`config.mk`:
```
export PLATFORM = sky130hd
export DESIGN_NAME = ysyx_23060332_seq
export DESIGN_NICKNAME = d
export VERILOG_FILES = /design/src/rtl/ysyx_23060332_seq.sv
export SDC_FILE = /design/constraint.sdc
export NUM_CORES = 1
export LEC_CHECK = 0
export ABC_AREA = 1
export CORE_ASPECT_RATIO = 0.7
export CORE_MARGIN = 2
export CORE_UTILIZATION = 50
export CTS_BUF_LIST = sky130_fd_sc_hd__clkbuf_8
export DETAILED_ROUTE_END_ITERATION = 6
export PLACE_DENSITY = 0.86
export SLEW_MARGIN = 10
export SYNTH_ARGS = -nofsm -noshare
export SYNTH_HDL_FRONTEND = slang
export SYNTH_SLANG_ARGS = --single-unit
```
`constraint.sdc`:
```
create_clock -name clk -period 2 [get_ports clk]
set_clock_uncertainty 0.1 [all_clocks]
set_input_delay 0.2 -clock clk [delete_from_list [all_inputs] [get_ports clk]]
set_output_delay 0.2 -clock clk [all_outputs]
set_load 0.02 [all_outputs]
```
`src/rtl/ysyx_23060332_seq.sv`:
```
// Multi-cycle sequencer for the NPC core: IDLE -> FETCH -> DECODE -> [MEM] -> WB.
// It halts on ebreak, an invalid instruction or a bus timeout.
// Optional cycle/instret counters are enabled by `define YSYX_23060332_PERF_EN.
module ysyx_23060332_seq #(
    parameter int MEM_TIMEOUT = 1023,
    parameter int CNT_W       = 10
) (
    input  logic       clk,
    input  logic       rst_n,
    output logic       ifu_req,
    input  logic       ifu_rvalid,
    output logic       inst_latch,
    input  logic       dec_is_load,
    input  logic       dec_is_store,
    input  logic       dec_is_jump,
    input  logic       dec_ebreak,
    input  logic       dec_invalid,
    output logic       lsu_req,
    output logic       lsu_we,
    input  logic       lsu_done,
    output logic       rf_wen_en,
    output logic       pc_we,
    output logic       pc_sel,
    output logic       halted,
    output logic [1:0] halt_code,
    output logic [2:0] state_o
`ifdef YSYX_23060332_PERF_EN
    ,
    output logic [63:0] cycle_cnt,
    output logic [63:0] instret_cnt
`endif
);

    localparam logic [2:0] S_IDLE   = 3'd0;
    localparam logic [2:0] S_FETCH  = 3'd1;
    localparam logic [2:0] S_DECODE = 3'd2;
    localparam logic [2:0] S_MEM    = 3'd3;
    localparam logic [2:0] S_WB     = 3'd4;
    localparam logic [2:0] S_HALT   = 3'd5;

    localparam logic [1:0] HC_EBREAK  = 2'b01;
    localparam logic [1:0] HC_INVALID = 2'b10;
    localparam logic [1:0] HC_TIMEOUT = 2'b11;

    logic [2:0]       state, state_next;
    logic [1:0]       code_next;
    logic [CNT_W-1:0] tmo_cnt;
    logic             timeout;
    logic             store_q, jump_q;

    assign timeout = (tmo_cnt == CNT_W'(MEM_TIMEOUT));

    // NOTE: every signal gets a default before the case so no path leaves it unassigned (no latch).
    always_comb begin
        state_next = state;
        code_next  = halt_code;
        case (state)
            S_IDLE:  state_next = S_FETCH;
            S_FETCH: begin
                // A response on the limit cycle wins over the timeout.
                if (ifu_rvalid) begin
                    state_next = S_DECODE;
                end else if (timeout) begin
                    state_next = S_HALT;
                    code_next  = HC_TIMEOUT;
                end
            end
            S_DECODE: begin
                if (dec_invalid || (dec_is_load && dec_is_store)) begin
                    state_next = S_HALT;
                    code_next  = HC_INVALID;
                end else if (dec_ebreak) begin
                    state_next = S_HALT;
                    code_next  = HC_EBREAK;
                end else if (dec_is_load || dec_is_store) begin
                    state_next = S_MEM;
                end else begin
                    state_next = S_WB;
                end
            end
            S_MEM: begin
                if (lsu_done) begin
                    state_next = S_WB;
                end else if (timeout) begin
                    state_next = S_HALT;
                    code_next  = HC_TIMEOUT;
                end
            end
            S_WB:    state_next = S_FETCH;
            S_HALT:  state_next = S_HALT;
            default: begin
                state_next = S_HALT;
                code_next  = HC_INVALID;
            end
        endcase
    end

    // NOTE: sequential state uses non-blocking assignments so all registers update from pre-edge values.
    always_ff @(posedge clk) begin
        if (!rst_n) begin
            state     <= S_IDLE;
            halt_code <= 2'b00;
            tmo_cnt   <= '0;
            store_q   <= 1'b0;
            jump_q    <= 1'b0;
        end else begin
            state     <= state_next;
            halt_code <= code_next;
            // Counter restarts on every state change, so it is zero on FETCH/MEM entry.
            if (state_next != state) begin
                tmo_cnt <= '0;
            end else if (state == S_FETCH || state == S_MEM) begin
                tmo_cnt <= tmo_cnt + CNT_W'(1);
            end
            if (state == S_DECODE) begin
                store_q <= dec_is_store;
                jump_q  <= dec_is_jump;
            end
        end
    end

    assign ifu_req    = (state == S_FETCH);
    assign inst_latch = (state == S_FETCH) & ifu_rvalid;
    assign lsu_req    = (state == S_MEM);
    assign lsu_we     = (state == S_MEM) & store_q;
    assign pc_we      = (state == S_WB);
    assign rf_wen_en  = (state == S_WB) & ~store_q;
    assign pc_sel     = (state == S_WB) & jump_q;
    assign halted     = (state == S_HALT);
    assign state_o    = state;

`ifdef YSYX_23060332_PERF_EN
    always_ff @(posedge clk) begin
        if (!rst_n) begin
            cycle_cnt   <= '0;
            instret_cnt <= '0;
        end else begin
            if (state == S_FETCH || state == S_DECODE || state == S_MEM || state == S_WB) begin
                cycle_cnt <= cycle_cnt + 64'd1;
            end
            if (state == S_WB) begin
                instret_cnt <= instret_cnt + 64'd1;
            end
        end
    end
`endif

endmodule

```
Word-level counts from Yosys, hierarchy flattened
Cells that the tools add are included.
{"block": "word_totals", "wordCells": 45, "mem_bits_ro": 0, "latchBits": 0, "ff_bits": 17, "input_bits": 9, "mem_bits_rw": 0, "memories": 0}
{"block": "op_classes", "muxes": 13, "n_eq_ne": 10, "n_mul": 0, "n_addsub": 1, "n_lt_le_gt_ge": 0, "n_reduce_logical": 9, "n_shift": 0, "div_mod_pow": 0, "n_bitwise": 7}
{"op": "$mux 3", "n": 6}
{"op": "$pmux 3 s4", "n": 1}
{"op": "$add 10x1->10 const B", "n": 1}
{"op": "$eq 10x10->1 const B", "n": 1}
{"op": "$mux 2", "n": 5}
{"op": "$pmux 2 s4", "n": 1}
{"op": "$eq 3x2->1 const B", "n": 2}
{"op": "$eq 3x3->1 const B", "n": 2}
{"op": "$and 1x1->1", "n": 4}
{"op": "$ne 2x2->1 const B", "n": 2}
{"op": "$reduce_and 4->1", "n": 1}
{"op": "$reduce_or 2->1", "n": 2}
{"op": "$eq 3x1->1 const B", "n": 1}
{"op": "$logic_not 3->1", "n": 1}
{"op": "$logic_or 1x1->1", "n": 3}
{"op": "$ne 3x3->1", "n": 1}
{"op": "$ne 3x3->1 const B", "n": 1}
{"op": "$not 1->1", "n": 3}
{"op": "$reduce_or 3->1", "n": 1}
{"op": "$logic_and 1x1->1", "n": 1}

Logic depth before layout (Yosys ltp)
Gate-level depths: netlist of run 1.
{"block": "logic_depth", "depth_word": 7, "depth_mapped": 10}

Least setup slack after synthesis of run 1
Ideal clock, no wire load.
{"block": "synth_timing", "path_type": "register to register", "from": "register state[1] (netlist: state_o[1])", "to": "register tmo_cnt[0]", "n_path_buf": 1, "t_required_ns": 1.781, "arrival_ns": 1.634, "path_stages_with_launch": 11, "setup_ns": 0.119, "slack_ns": 0.147, "path_cell_list": "dfxtp_1 clkbuf_2 nand2_1 nor2_1 inv_1 nand2_1 nand2_1 nand2_1 nand2_2 nand3_4 nor3_1"}
{"block": "synth_via", "word_cells_on_any_way": 13}
{"item": "from (decl)", "line_no": "45", "rtl": "logic [2:0] state, state_next;"}
{"item": "from (signal assigned)", "line_no": "107", "rtl": "state <= state_next;"}
{"item": "$eq 3x2->1 *"}
{"item": "net lsu_req", "line_no": "18", "rtl": "output logic lsu_req,"}
{"item": "$pmux 3 s4", "line_no": "57", "rtl": "case (state)"}
{"item": "$ne 3x3->1", "line_no": "110", "rtl": "if (state_next != state) begin"}
{"item": "$reduce_or 2->1 (no line)"}
{"item": "to (signal assigned)", "line_no": "113", "rtl": "tmo_cnt <= tmo_cnt + CNT_W'(1);"}
{"item": "to (decl)", "line_no": "47", "rtl": "logic [CNT_W-1:0] tmo_cnt;"}
Mark *: on every way through the listed nets, which the timed path passes. The rest lies on a longest branch.
A chain may end at the register's enable or synchronous reset.

Worst setup path after layout of run 1
{"block": "layout_timing", "from": "register state[0] (netlist: state_o[0])", "to": "output port pc_we"}
{"block": "layout_via", "elab_chain_cells": 1}
{"item": "$eq 3x3->1", "line_no": "126", "rtl": "assign pc_we = (state == S_WB);"}
{"item": "to (decl)", "line_no": "22", "rtl": "output logic pc_we,"}
No other way between the ends.

==> run_results.csv, run 1 <==
group,metric,value,unit
detailed_routing,routed_wirelength,2.96,mm
outcome,run_status,"finished clean",
synth,syn_inst_count,154,
timing,slew_violations,0,
placed_design,dp_hpwl,2.33,mm
setup_path,crit_required,1.70,ns
grt,grt_max_degree,11,
final_layout,final_layout_size_suffix_gt1_share,17.7,%
cts,clk_root_buffer_cell,"clkbuf_8",
synth,synth_fp_nets,164,
die,floorplan.initialDensity,51.5,%
setup_path,crit_path_capture_type,"primary output",
final_layout,mostFrequentLayoutCells,"35 x nand2_1, 20 x inv_1, 19 x nor2_1",
power_and_ir_drop,cell_area_power_density,607,mW/mm^2
grt,grt_overflow,0,
setup_path,timing.critical_path.from,"state_o[0]",
die,placement_rows,14,
die,floorplan.die.width,59.6,um
timing,maxClockFrequency,511,MHz
final_layout,n_antenna_cell,0,
cts,cts.repair_timing.setup_buffer_count,0,
cts,post_cts.resized_instances,6,
final_layout,layout.cell_area.non_filler,0.00140,mm^2
synth,post_synth_num_cell_types,27,
cts,postCtsHoldBufs,0,
setup_path,worst_setup_path_endpoint,"pc_we",
cts,cts_htree_levels,1,
setup_path,worst_r2r_startpoint,"tmo_cnt[1]",
placed_design,buffer_ports.inserted,21,
grt,grt_use_total,26.5,%
setup_path,timing.critical_path.fanout_max,8,
cts,cts_max_path_buffers,2,
setup_path,cp.arrival,1.66,ns
detailed_routing,post_drt_via_cell_ratio,5.46,
synth,total_standard_cell_area_after_synthesis,0.00108,mm^2
grt,grt_pass1_vias,1142,
final_layout,layout-area-overhead-vs-synth,29.0,%
synth,synth.ff_latch_count,17,
grt,grt_first_pass_wirelength,5.00,mm
die,dieArea,0.00256,mm^2
timing,period_minus_slack,1.96,ns
final_layout,design.final.nets,192,
timing,timing.final.hold_violations,0,
power_and_ir_drop,vdd_ir_drop_max,0.357,mV
cts,number_of_buffers_added_by_the_clock_tree_synthesis_step,3,
synth,synth.yosys.warnings,0,
detailed_routing,number_of_vias_in_the_routed_layout,1120,
die,core-area,0.00210,mm^2
cts,clk_transition_reported_paths,0.07,ns
placed_design,gp_congestion,0.876,
cts,tritoncts_clock_tree,"done",
detailed_routing,initialDrtViolationCount,63,
setup_path,slack_of_the_worst_reg_to_reg_path,0.18,ns
timing,fin_crit_sh,97.9,%
synth,syn_avg_cell_area,7.04,um^2
final_layout,layout.cells.most_common,"nand2_1",
placed_design,placed_area,0.00135,mm^2
synth,synth_sequential_area_ratio,31.4,%
grt,number_of_antenna_violations_at_the_first_check_in_global_routing,0,
die,num_io_pins,22,
detailed_routing,drc,0,
cts,cts.sink_count,17,
timing,max-slew-margin-rel,82.7,%
setup_path,crit_type,"reg -> out",
timing,report.final.setup_viol,0,
power_and_ir_drop,leakage,0.000637,uW
timing,finalSetupTns,0,ns
cts,clock_latency,0.26,ns
timing,unrepaired_setup_endpoints_after_global_routing,"no",
setup_path,timing.rr.end,"tmo_cnt[6]",
final_layout,finish.utilization,66.5,%
setup_path,cp-start-kind,"register",
worst_hold_path,min_path_type,"reg -> reg",
setup_path,ff2ff_path_depth,10,
die,dieHeight,43.0,um
detailed_routing,drt.antenna.violating_nets,0,
detailed_routing,avgRoutedWirePerCell,14.4,um
run,max-cap-violations,0,
timing,worstMarginPinSlew,0.257,ns
detailed_routing,first_pass_iters,4,
## state kept, by name, summed over array words and instances (netlist names)
register and count:
halt_code 2, jump_q 1, state_o 3, store_q 1, tmo_cnt 10
## kinds of logic after synthesis
group	Yosys count	share of synthesized area, %
buf+inv	24	9.12
fa+ha+maj	1	1.15
flops	17	31.4
compound gates	15	7.74
xor+xnor	7	5.66
simple gates	89	44.0
mux	1	0.924
## synthesized netlist by cell type (all sizes together)
library cell,instances,area (um^2)
a31oi,1,6.26
ha,1,12.5
clkbuf,1,5.00
a31o,1,8.76
inv,22,82.6
nor2,23,111
mux2i,1,10.0
nand4,2,12.5
xor2,5,43.8
xnor2,2,17.5
a21oi,9,48.8
o21ai,4,20.0
buf,1,11.3
nand2,41,179
nor3,13,106
dfxtp,17,340
nand3,10,67.6
## cell type report
class / instances / area, um^2
Multi-Input combinational cell: 113 / 644
Tap cell: 24 / 30.0
Fill cell: 170 / 704
Clock inverter: 1 / 3.75
Clock buffer: 3 / 41.3
Inverter: 22 / 82.6
Sequential cell: 17 / 343
Timing Repair Buffer: 25 / 253
## metrics by stage
step           hold slack, ns  setup slack [ns]  power (uW)  std cells
3_5_place_dp            0.359            0.0681         589        201
3_3_place_gp            0.347             0.185         580        201
4_1_cts                 0.371            0.0113         848        205
2_1_floorplan           0.227             0.147         502        154
6_report                0.368            0.0422         849        205
5_1_grt                 0.379           0.00375         889        205
## how the worst min path moves through the flow
stage	start	end	cells past startpoint
3_3_place_gp	halt_code[1]	halt_code[1]	2
6_report	halt_code[1]	halt_code[1]	2
5_1_grt	dec_is_jump	jump_q	3
3_5_place_dp	halt_code[1]	halt_code[1]	2
4_1_cts	halt_code[1]	halt_code[1]	2
2_1_floorplan	dec_is_jump	jump_q	2
## report_power, final
group | switching (uW) | internal [uW] | leakage (uW) | total (uW)
clock network | 128 | 137 | 0.0000269 | 264
logic | 130 | 87.0 | 0.000472 | 217
registers | 15.3 | 352 | 0.000138 | 367
total | 273 | 575 | 0.000637 | 849
## worst max-delay path, cell delays in order, from the launching register on
cell	delay [ns]
dfxtp_2	0.38
inv_2	0.13
nand2_1	0.09
nor2_1	0.16
clkdlybuf4s50_1	0.63
## per-layer routing
layer	wire length, um	vias to the layer above	global-route usage (%)
met5	0	-	0
li1	-	540	-
met3	213	10	6.71
met4	97	0	13.8
met1	1210	516	32.8
met2	1440	54	41.7
Power figures use the tool's default switching activity.
==> inputs of run 2 (changes only) <==
CORE_MARGIN = unset   (was 2)
CORE_UTILIZATION = 52   (was 50)
PLACE_DENSITY = 0.89   (was 0.86)
==> run 2 against run 1 <==
Cell count is 0.49% lower. Worst setup slack gained 0.097 ns. Via count shrank 4.6%. Power is 0.93% lower. Global-route usage down 0.17 points. Sequential power is essentially flat. Maximum frequency up 5.2%. Critical path type unchanged. Largest cell class unchanged. Largest power group unchanged.
==> run_results.csv, run 2 (synthesized netlist as in run 1, its figures left out) <==
group,metric,value,unit
grt,grt_overflow,0,
timing,unrepaired_setup_endpoints_after_global_routing,"no",
die,dieArea,0.00227,mm^2
timing,max-slew-margin-rel,83.4,%
timing,maxClockFrequency,538,MHz
placed_design,placed_area,0.00136,mm^2
setup_path,cp-start-kind,"register",
setup_path,cpMaxStageDelayCell,"clkdlybuf4s50_1",
setup_path,timing.critical_path.fanout_max,6,
final_layout,top_register,"tmo_cnt",
grt,globalRouteMet1Util,30.5,%
power_and_ir_drop,seqPwrFrac,43.3,%
die,core-area,0.00190,mm^2
cts,cts.sink_count,17,
die,num_io_pins,22,
power_and_ir_drop,pwr-share-clk,30.5,%
worst_hold_path,min_path_type,"reg -> reg",
power_and_ir_drop,vdd_ir_drop_max,0.488,mV
timing,finalSetupTns,0,ns
setup_path,cp.arrival,1.56,ns
worst_hold_path,timing.hold.worst_path_depth,2,
grt,grt_pass1_vias,995,
grt,grt_use_met3,10.0,%
power_and_ir_drop,fin_total_pwr,841,uW
setup_path,slack_of_the_worst_reg_to_reg_path,0.27,ns
die,floorplan.initialDensity,56.9,%
detailed_routing,first_pass_iters,4,
timing,period_minus_slack,1.86,ns
final_layout,n_antenna_cell,0,
detailed_routing,initialDrtViolationCount,42,
run,max-cap-violations,0,
die,floorplan.die.width,56.6,um
worst_hold_path,hold_end,"halt_code[1]",
setup_path,worst-path-buf-inv,2,
timing,fin_crit_sh,93.0,%
die,placement_rows,13,
grt,grt_use_total,26.3,%
cts,clk_transition_reported_paths,0.07,ns
final_layout,area_occupied_by_registers,343,um^2
final_layout,final_layout_size_suffix_gt1_share,18.1,%
detailed_routing,avgRoutedWirePerCell,13.0,um
final_layout,footprint_of_the_multi_input_gates,644,um^2
final_layout,design.final.nets,193,
timing,report.final.setup_viol,0,
cts,clock_latency,0.26,ns
final_layout,layout.cell_area.non_filler,0.00141,mm^2
cts,tritoncts_clock_tree,"done",
final_layout,layout-area-overhead-vs-synth,29.9,%
grt,grt_max_degree,11,
grt,grt_first_pass_wirelength,4.29,mm
power_and_ir_drop,power.share.switching,31.2,%
setup_path,crit_type,"reg -> out",
cts,number_of_buffers_added_by_the_clock_tree_synthesis_step,3,
setup_path,timing.critical_path.cells,"inv_2 > nor3_1 > clkdlybuf4s50_1",
cts,cts_max_path_buffers,2,
detailed_routing,post_drt_via_cell_ratio,5.24,
cts,cts.repair_timing.setup_buffer_count,0,
placed_design,dp_hpwl,2.17,mm
placed_design,gp_congestion,0.902,
outcome,run_status,"finished clean",
cts,cts_htree_levels,1,
placed_design,buffer_ports.inserted,21,
final_layout,largest_register_ff_count,10,
grt,number_of_antenna_violations_at_the_first_check_in_global_routing,0,
setup_path,crit_path_capture_type,"primary output",
timing,slew_violations,0,
power_and_ir_drop,net-switching-power,262,uW
setup_path,crit_required,1.70,ns
die,dieHeight,40.2,um
final_layout,mostFrequentLayoutCells,"35 x nand2_1, 20 x inv_1, 19 x nor2_1",
final_layout,layout.cells.most_common,"nand2_1",
worst_hold_path,hold_start,"halt_code[1]",
grt,grt.busiest_layer,"met2",
detailed_routing,routed_wirelength,2.65,mm
setup_path,ff2ff_path_depth,10,
power_and_ir_drop,internal_power,579,uW
cts,clk_root_buffer_cell,"clkbuf_8",
timing,worstMarginPinSlew,0.248,ns
power_and_ir_drop,leakage,0.000651,uW
setup_path,slowest_delay,0.64,ns
timing,timing.final.hold_violations,0,
detailed_routing,drt.antenna.violating_nets,0,
detailed_routing,drc,0,
cts,postCtsHoldBufs,0,
grt,gr_met2_demand_resource,47.6,%
detailed_routing,number_of_vias_in_the_routed_layout,1068,
power_and_ir_drop,power.share.combinational,26.2,%
setup_path,worst_r2r_startpoint,"tmo_cnt[1]",
final_layout,nFillCells,141,
setup_path,timing.critical_path.max_delay_family,"buffers and inverters",
power_and_ir_drop,cell_area_power_density,597,mW/mm^2
setup_path,timing.rr.end,"tmo_cnt[9]",
run 2: changes by cell type in the layout (fill, tap and decap cells not counted):
cell             delta
dlygate4sd2_1       -2
buf_4               +1
clkdlybuf4s50_1     +1
dlymetal6s2s_1      +1
run 2: area by class of cell:
class,count,area share (%)
clock buffer,3,2.93
clock inverter,1,0.267
inverter,22,5.87
multi-input combinational,113,45.8
sequential,17,24.4
tap,22,1.96
timing repair buffer,26,18.8
run 2: per-stage QoR:
step,utilization (%),instances,setup slack [ns],hold slack (ns)
2_1_floorplan,-,154,0.147,0.227
3_3_place_gp,71.2,200,0.240,0.349
3_5_place_dp,71.2,200,0.176,0.360
4_1_cts,73.6,204,0.00537,0.371
5_1_grt,74.0,204,0.0587,0.420
6_report,74.0,204,0.140,0.365
run 2: worst max-delay path by stage:
stage               startpoint         end  slack (ns)  depth (start not counted)
floorplan           state_o[1]  tmo_cnt[0]        0.15                         10
global placement    ifu_rvalid  inst_latch        0.24                          4
detailed placement    lsu_done  tmo_cnt[1]        0.18                          8
CTS                 state_o[0]   rf_wen_en       0.005                          6
global route        state_o[0]      halted        0.06                          3
finish              state_o[0]      halted        0.14                          3
run 2: layer usage:
| layer | wire length (um) | vias up |
|---|---|---|
| li1 | - | 545 |
| met1 | 1200 | 482 |
| met2 | 1240 | 37 |
| met3 | 180 | 4 |
| met4 | 31 | 0 |
| met5 | 0 | - |
run 2: power by group through the flow:
stage	registers, uW	logic, uW	clock network [uW]
final	364	221	256
after global routing	366	239	276
after CTS	364	220	261
after detailed placement	370	220	0
after global placement	369	214	0
after floorplan	382	120	0
run 2: worst register-to-register path, cell delays in order (launching register included):
cell and delay [ns]:
dfxtp_1 0.35, ha_1 0.21, nand2_1 0.07, nor2_1 0.17
nand3_1 0.19, nand2_1 0.10, nand2_1 0.07, nand2_1 0.07
nand2_2 0.06, nand3_4 0.16, nor3_1 0.07
run 2: what timing repair did:
| item | 4_1_cts | 5_1_grt |
|---|---|---|
| gates cloned | 0 | 0 |
| resized for setup | 4 | 3 |
| endpoints found under the setup margin | 5 | 3 |
